## config.mk

```make
export PLATFORM = sky130hd
export DESIGN_NAME = seq_shift_add_mul_flat
export DESIGN_NICKNAME = d
export VERILOG_FILES = /design/src/rtl/seq_shift_add_mul_pkg.sv /design/src/rtl/seq_shift_add_mul_if.sv /design/src/rtl/seq_shift_add_mul_pp_gate.sv /design/src/rtl/seq_shift_add_mul.sv /design/src/flat_wrapper.sv
export SDC_FILE = /design/constraint.sdc
export NUM_CORES = 1
export LEC_CHECK = 0
export ABC_AREA = 1
export ABC_CLOCK_PERIOD_IN_PS = 3700
export BUFFER_PORTS_ARGS = -buffer_cell sky130_fd_sc_hd__buf_2
export CAP_MARGIN = 20
export CORE_MARGIN = 2
export CORE_UTILIZATION = 47
export DETAILED_ROUTE_END_ITERATION = 7
export PLACE_DENSITY = 0.68
export SYNTH_ARGS = -nofsm -noshare
export SYNTH_HDL_FRONTEND = slang
export SYNTH_SLANG_ARGS = --single-unit
```

## constraint.sdc

```tcl
create_clock -name clk -period 3.7 [get_ports clk]
set_clock_uncertainty 0.15 [all_clocks]
set_input_delay 0.555 -clock clk [delete_from_list [all_inputs] [get_ports clk]]
set_output_delay 0.555 -clock clk [all_outputs]
set_load 0.03 [all_outputs]
```

## src/rtl/seq_shift_add_mul_pkg.sv

```systemverilog
// Shared types for the sequential shift-add multiplier.
package mul_pkg;

  typedef enum logic [1:0] {
    S_IDLE = 2'd0,
    S_RUN  = 2'd1,
    S_DONE = 2'd2
  } mul_state_t;

endpackage

```

## src/rtl/seq_shift_add_mul_if.sv

```systemverilog
// Start/done handshake and operand/result bus of the multiplier.
interface seq_shift_add_mul_if #(
  parameter int unsigned WIDTH = 16
);
  logic                 start;
  logic [WIDTH-1:0]     a;
  logic [WIDTH-1:0]     b;
  logic                 busy;
  logic                 done;
  logic [2*WIDTH-1:0]   product;

  modport master (output start, a, b, input busy, done, product);
  modport slave  (input start, a, b, output busy, done, product);
endinterface

```

## src/rtl/seq_shift_add_mul_pp_gate.sv

```systemverilog
// Width-generic partial-product gate: every multiplicand bit ANDed with one multiplier bit.
module pp_gate #(
  parameter int unsigned WIDTH = 16
) (
  input  logic [WIDTH-1:0] a,
  input  logic             b,
  output logic [WIDTH-1:0] y
);

  always_comb y = a & {WIDTH{b}};

endmodule

```

## src/rtl/seq_shift_add_mul.sv

```systemverilog
// Multi-cycle unsigned shift-add multiplier, one partial product per clock.
// Optional ZERO_BYPASS_EN: zero operands skip the iterations and finish in one cycle.
module seq_shift_add_mul
  import mul_pkg::*;
#(
  parameter int unsigned WIDTH = 16
) (
  input logic               clk,
  input logic               reset,
  seq_shift_add_mul_if.slave bus
);

  localparam int unsigned CNT_W = $clog2(WIDTH + 1);

  mul_state_t           state;
  logic [WIDTH-1:0]     a_q;
  // Accumulator kept at 2W bits: the extra carry bit of the shift register is always zero.
  logic [2*WIDTH-1:0]   p_q;
  logic [CNT_W-1:0]     cnt;
  logic [2*WIDTH-1:0]   product_q;
  logic                 busy_q;
  logic                 done_q;

  logic [WIDTH-1:0]     pp;
  logic [WIDTH:0]       sum;
  logic [2*WIDTH-1:0]   p_next;

  pp_gate #(.WIDTH(WIDTH)) u_pp_gate (
    .a (a_q),
    .b (p_q[0]),
    .y (pp)
  );

  always_comb begin
    sum    = {1'b0, p_q[2*WIDTH-1:WIDTH]} + {1'b0, pp};
    p_next = {sum, p_q[WIDTH-1:1]};
  end

  always_ff @(posedge clk or posedge reset) begin
    if (reset) begin
      state     <= S_IDLE;
      a_q       <= '0;
      p_q       <= '0;
      cnt       <= '0;
      product_q <= '0;
      busy_q    <= 1'b0;
      done_q    <= 1'b0;
    end else begin
      done_q <= 1'b0;
      case (state)
        S_IDLE: begin
          if (bus.start) begin
            a_q    <= bus.a;
            p_q    <= {{WIDTH{1'b0}}, bus.b};
            cnt    <= '0;
            busy_q <= 1'b1;
`ifdef ZERO_BYPASS_EN
            if (bus.a == '0 || bus.b == '0) begin
              state     <= S_DONE;
              product_q <= '0;
              done_q    <= 1'b1;
            end else begin
              state <= S_RUN;
            end
`else
            state <= S_RUN;
`endif
          end
        end
        S_RUN: begin
          p_q <= p_next;
          cnt <= cnt + 1'b1;
          if (cnt == CNT_W'(WIDTH - 1)) begin
            product_q <= p_next;
            state     <= S_DONE;
            done_q    <= 1'b1;
          end
        end
        S_DONE: begin
          state  <= S_IDLE;
          busy_q <= 1'b0;
        end
        default: begin
          state  <= S_IDLE;
          busy_q <= 1'b0;
        end
      endcase
    end
  end

  assign bus.busy    = busy_q;
  assign bus.done    = done_q;
  assign bus.product = product_q;

endmodule

```

## src/flat_wrapper.sv

```systemverilog
// flat-port wrapper written by rule: the top's interface ports become plain ports
module seq_shift_add_mul_flat import mul_pkg::*;
#(
  parameter int unsigned WIDTH = 16
)
  (clk, reset, bus_start, bus_a, bus_b, bus_busy, bus_done, bus_product);
  seq_shift_add_mul_if #(.WIDTH(WIDTH)) bus_i ();
  input logic clk;
  input logic reset;
  input wire logic [$bits(bus_i.start)-1:0] bus_start;
  input wire logic [$bits(bus_i.a)-1:0] bus_a;
  input wire logic [$bits(bus_i.b)-1:0] bus_b;
  output wire logic [$bits(bus_i.busy)-1:0] bus_busy;
  output wire logic [$bits(bus_i.done)-1:0] bus_done;
  output wire logic [$bits(bus_i.product)-1:0] bus_product;
  assign bus_i.start = bus_start;
  assign bus_i.a = bus_a;
  assign bus_i.b = bus_b;
  assign bus_busy = bus_i.busy;
  assign bus_done = bus_i.done;
  assign bus_product = bus_i.product;
  seq_shift_add_mul #(.WIDTH(WIDTH)) u_core (.clk(clk), .reset(reset), .bus(bus_i));
endmodule
```

==> results of run 1 <==
[power by group]
part           total [W]  leakage (nW)  switching, W  internal, W
registers        0.00165          1.09      0.000245      0.00141
clock network   0.000710         0.100      0.000384     0.000326
logic            0.00234          1.77       0.00155     0.000793
total            0.00471          2.96       0.00218      0.00253
[flip-flops by register name (all words and copies together) (netlist names)]
signal              cells
u_core.state            2
u_core.cnt              5
u_core.bus.done         1
u_core.p_q             32
u_core.bus.product     32
u_core.bus.busy         1
u_core.a_q             16
[per-layer routing]
layer / vias up / routed length [µm] / GRT usage
li1: 1894 / - / -
met1: 1674 / 4950 / 0.293
met2: 66 / 4340 / 0.306
met4: 0 / 189 / 0.0831
met3: 13 / 455 / 0.0244
met5: - / 0 / 0
[metrics by stage]
step / cells / instance area (µm²) / util / hold WS, ps / total power (W)
2_1_floorplan: 567 / 4580 / - / 299 / 0.00348
4_1_cts: 768 / 5180 / 0.540 / 122 / 0.00473
3_5_place_dp: 752 / 4970 / 0.518 / 311 / 0.00401
3_3_place_gp: 752 / 4970 / 0.518 / 308 / 0.00395
6_report: 768 / 5180 / 0.540 / 104 / 0.00471
5_1_grt: 768 / 5180 / 0.540 / 160 / 0.00512
[final timing paths]
check	startpoint	to	slack, ps	cells after the start
setup / recovery	u_core.p_q[0]$_DFFE_PP0P_	u_core.bus.product[21]$_DFFE_PP0P_	1350	11
min in group clk	bus_a[3]	u_core.a_q[3]$_DFFE_PP0P_	230	3
hold / removal	reset	u_core.bus.product[30]$_DFFE_PP0P_	100	2
setup reg to reg	u_core.p_q[0]$_DFFE_PP0P_	u_core.bus.product[21]$_DFFE_PP0P_	1350	11
max in group asynchronous	reset	u_core.bus.busy$_DFFE_PP0P_	2470	3
hold reg to reg	u_core.bus.product[21]$_DFFE_PP0P_	u_core.bus.product[21]$_DFFE_PP0P_	330	2
[critical path: stages, from the launching register on]
cell and delay, ps:
dfrtp_1 560, nand2_1 140, inv_1 50, ha_1 200
fa_1 410, nand2_1 90, nand2_1 70, nand3b_1 100
nand2_1 110, or2_1 240, nand3_1 70, nand2_1 50
[final cells by class]
cell class | count | area (µm²)
repair buffers | 71 | 363
flip-flops and latches | 89 | 2230
well taps | 133 | 166
multi-input cells | 383 | 1930
clock inverters | 7 | 85.1
inverters | 76 | 287
fillers | 945 | 4410
clock buffers | 9 | 124
[logic make-up (layout without fill, tap and decap cells)]
logic type	Yosys count	in the layout	share of synthesized area
AO/OA/AOI/OAI	58	58	0.0793
AND/OR/NAND/NOR	301	301	0.279
buffers and inverters	95	163	0.0919
adder cells (fa/ha/maj)	19	19	0.0536
XOR/XNOR	5	5	0.00957
flip-flops	89	89	0.487
[cell usage in the layout, fill, tap and decap left out, types with 2 or more instances in the layout]
master / Yosys / final
nand2_2: 13 / 13
nor3_2: 3 / 3
inv_6: 0 / 2
inv_8: 0 / 2
clkinvlp_4: 0 / 2
or2_1: 4 / 4
xor2_1: 4 / 4
nand2_1: 229 / 229
a22o_1: 2 / 2
a21oi_1: 9 / 9
nand3_2: 2 / 2
nand3b_1: 4 / 4
buf_2: 7 / 68
o221ai_1: 13 / 13
inv_2: 7 / 7
buf_4: 2 / 3
nand3_1: 28 / 28
ha_1: 18 / 18
a22oi_1: 3 / 3
dfrtp_1: 89 / 89
o21ai_0: 27 / 27
inv_1: 69 / 68
clkbuf_8: 1 / 9
o22ai_1: 2 / 2
nor2_1: 13 / 13
==> results.toml, run 1 <==
[run_status]
status = "completed"

[critical_path]
crit_fanout = 17
critPathKind = "reg -> reg"
startpoint_type = "flop"
endpoint_kind = "flop"
cp.required_ps = 3810
worst-endpoint-arrival_ps = 2450

[timing]
fmax_mhz = 426
rsz0062_at_grt = "no"
maxSlewViolCount = 0
setup_viol = 0
finalHoldViolations = 0
relSlewSlack = 0.543
tightest_slew_ps = 684
timing.final.crit_period_ps = 2350
setup_ws_ps = 1350
finalCritPeriodShare = 0.635
fin_setup_tns_ps = 0

[clocking]
clk_pin_slew_ps = 100
hold_buffers = 0
cts_buffer_depth = 2
cts_sinks = 89
cts_tree = "yes"
cts.htree.levels = 3
cts_buffers = 9
clock_latency_ps = 370
postCtsResizedCells = 0
post_cts_buffers = 0
cts_root_buffer = "clkbuf_8"

[detailed_routing]
vias = 3647
route.detailed.drc = 0
routed_via_density = 4.75
drtIter0Drc = 189
postRouteAntennaNets = 0
wl_per_cell_um = 12.9
wl_mm = 9.93
drt_first_pass_iters = 4

[placement]
finalWeightedCongestion = 0.924
pre_cts_ws_ps = 1380
post-dp-hpwl_mm = 7.03
numPortBuffers = 68

[synthesis]
synth-edff-count = 0
synthesis.nets = 621
synth_common_cells = "229 x nand2_1, 89 x dfrtp_1, 69 x inv_1"
synth_ff_type = "dfrtp_1"
ys_warn_count = 0
ys_ff_latch = 89
async_flop_share = 1.00
syn_area_um2 = 4580
ys_seq_area_frac = 0.487
avgSynthCellArea_um2 = 8.07
synth_cell_types = 33
yosysTopAreaCellShare = 0.487
synth_area_leader_cell = "dfrtp_1"
synthTopCellsByArea = "dfrtp_1 49%, nand2_1 19%, inv_1 5.7%, ha_1 4.9%, nand3_1 3.1%"
netlist_instances = 567
yosysMostFrequentCell = "nand2_1"

[die]
chipWidth_um = 103
core_area_um2 = 9590
io_pins = 69
start_util = 0.477
die_area_um2 = 10500
rows = 36
die_h_um = 103

[grt]
track_usage = 0.201
grt_first_pass_wirelength_mm = 16.6
antenna_found_initial = 0
grt_max_degree = 53
grt_pass1_vias = 3586
grt-ovfl-total = 0

[power]
p_per_area_nw_per_um2 = 909
vdd_drop_max_mv = 0.285
p_leak_nw = 2.96

[cells_and_area]
area_delta_synth_final_pct = 13.2
drive_gt1_frac = 0.186
n_antenna_cell = 0
nNetsFinal = 684

[run]
drv_cap = 0

[hold_path]
hp-class = "in -> async"
(Power assumes the default switching activity.)
==> inputs of run 2 (changes only) <==
--- a/config.mk
+++ b/config.mk
@@ -6,13 +6,13 @@
 export NUM_CORES = 1
 export LEC_CHECK = 0
 export ABC_AREA = 1
-export ABC_CLOCK_PERIOD_IN_PS = 3700
+export ABC_CLOCK_PERIOD_IN_PS = 2000
 export BUFFER_PORTS_ARGS = -buffer_cell sky130_fd_sc_hd__buf_2
 export CAP_MARGIN = 20
 export CORE_MARGIN = 2
 export CORE_UTILIZATION = 47
 export DETAILED_ROUTE_END_ITERATION = 7
-export PLACE_DENSITY = 0.68
+export PLACE_DENSITY = 0.7
 export SYNTH_ARGS = -nofsm -noshare
 export SYNTH_HDL_FRONTEND = slang
 export SYNTH_SLANG_ARGS = --single-unit
==> constraint.sdc (replaced) <==
create_clock -name clk -period 2 [get_ports clk]
set_clock_uncertainty 0.15 [all_clocks]
set_input_delay 0.3 -clock clk [delete_from_list [all_inputs] [get_ports clk]]
set_output_delay 0.3 -clock clk [all_outputs]
set_load 0.03 [all_outputs]
==> run 2 against run 1 <==
  * The run now ends with setup timing left
  * Register-to-register slack got worse by 1400 ps
  * Wire length increased by 11%
  * Combinational power increased by 140%
  * Power increased by 110%
  * Highest routed layer unchanged
  * Worst hold slack got worse by 19 ps
  * Worst setup slack got worse by 1400 ps
==> results.toml, run 2 (synthesis results as in run 1) <==
[cells_and_area]
final_common_cell = "nand2_1"
area_delta_synth_final_pct = 33.4
drive_gt1_frac = 0.310
fin_cells = 823
nNetsFinal = 740
fillCellCount = 812
mostFrequentLayoutCells = "199 x nand2_1, 89 x dfrtp_1, 68 x buf_2, 56 x inv_1, 35 x nand2_2"
n_antenna_cell = 0

[clocking]
cts_buffer_depth = 2
cts_buffers = 9
cts_tree = "yes"
cts_root_buffer = "clkbuf_8"
cts_sinks = 89
clock_latency_ps = 360
cts.htree.levels = 3
clk_pin_slew_ps = 100

[detailed_routing]
wl_per_cell_um = 13.3
drtIter0Drc = 200
vias = 4020
wl_mm = 11.0
postRouteAntennaNets = 0
routed_via_density = 4.88
drt_first_pass_iters = 5
route.detailed.drc = 0

[grt]
grt_max_degree = 90
antenna_found_initial = 0
grt_pass1_vias = 3755
track_usage = 0.221
grt-ovfl-total = 0
grt_first_pass_wirelength_mm = 17.9

[die]
die_area_um2 = 10500
rows = 36
die_h_um = 103
io_pins = 69
chipWidth_um = 103
core_area_um2 = 9590
start_util = 0.477

[placement]
finalWeightedCongestion = 0.893
post-dp-hpwl_mm = 7.23
pre_cts_ws_ps = -142
numPortBuffers = 68
place_inst = 769

[timing]
finalCritPeriodShare = 1.04
finalHoldViolations = 0
relSlewSlack = 0.688
setup_viol = 11
timing.final.crit_period_ps = 2070
maxSlewViolCount = 0
rsz0062_at_grt = "yes"
fmax_mhz = 483
setup_ws_ps = -70.2
tightest_slew_ps = 467

[run_status]
status = "complete, but fails checks"
failed_checks = "setup timing"

[critical_path]
startpoint_type = "flop"
reg2reg_from = "u_core.p_q[0]$_DFFE_PP0P_"
rr_endpoint = "u_core.p_q[21]$_DFFE_PP0P_"
crit_fanout = 4
endpoint_kind = "flop"
cp.required_ps = 2100
r2r_cells = 11
rrSetupSlack_ps = -70
critPathLaunch = "u_core.p_q[0]$_DFFE_PP0P_"
crit_end = "u_core.p_q[21]$_DFFE_PP0P_"
critPathKind = "reg -> reg"
worst-endpoint-arrival_ps = 2170

[power]
p_leak_nw = 3.24
vdd_drop_max_mv = 0.794
p_per_area_nw_per_um2 = 1630

[run]
drv_cap = 0

[hold_path]
hp-class = "in -> reg"
run 2: stage by stage:
step / instance area, µm² / utilization / TNS (ps) / power (W) / hold WS [ps]
6_report: 6100 / 0.636 / -368 / 0.00994 / 84.5
2_1_floorplan: 4620 / - / -938 / 0.00651 / 260
3_3_place_gp: 5170 / 0.539 / -1080 / 0.00772 / 307
4_1_cts: 5880 / 0.613 / -405 / 0.00952 / 65.6
3_5_place_dp: 5170 / 0.539 / -1820 / 0.00787 / 310
5_1_grt: 6100 / 0.636 / -2450 / 0.0107 / 92.2
run 2: critical path: stages, from the launching register on:
cell and delay [ps]:
dfrtp_1 420, nand2_1 110, inv_2 50, ha_4 160, fa_2 340, nand2_1 80, nand2_1 60, nand3b_1 110
nand2_2 90, or2_1 230, nand3_1 80, nand2_1 60
run 2: area by class of cell:
cell class                      instances  area, µm²  share of cell area
Sequential cell                        89       2230               0.365
Timing Repair Buffer                  127        928               0.152
Clock inverter                          6       50.0             0.00820
Multi-Input combinational cell        383       2310               0.379
Inverter                               76        295              0.0484
Clock buffer                            9        124              0.0203
Tap cell                              133        166              0.0273
run 2: repair_timing:
action,CTS,global route
cloned,0,0
hold buffers,33,0
pin swaps,11,14
endpoints found under the setup margin,24,27
buffers inserted,1,5
gates resized for setup,36,50
hold endpoints to repair,121,0
run 2: layer usage:
layer	part of all wire	global-route usage
met5	0	0
met4	0.021	0.102
met3	0.036	0.0264
met2	0.45	0.332
met1	0.49	0.320
run 2: how the worst min path moves through the flow:
stage	slack [ps]	cells after the start	start	end
3_5_place_dp	310	2	u_core.bus.product[24]$_DFFE_PP0P_	u_core.bus.product[24]$_DFFE_PP0P_
4_1_cts	70	3	bus_start	u_core.bus.busy$_DFFE_PP0P_
6_report	80	3	bus_start	u_core.bus.busy$_DFFE_PP0P_
3_3_place_gp	310	2	u_core.bus.product[22]$_DFFE_PP0P_	u_core.bus.product[22]$_DFFE_PP0P_
2_1_floorplan	260	2	bus_a[0]	u_core.a_q[0]$_DFFE_PP0P_
5_1_grt	90	3	bus_start	u_core.bus.busy$_DFFE_PP0P_
run 2: report_power, final:
| group | total [W] | internal (W) | switching (W) | leakage, nW |
|---|---|---|---|---|
| registers | 0.00313 | 0.00261 | 0.000521 | 1.09 |
| clock network | 0.00114 | 0.000460 | 0.000679 | 0.0827 |
| logic | 0.00567 | 0.00229 | 0.00338 | 2.06 |
| total | 0.00994 | 0.00536 | 0.00458 | 3.24 |
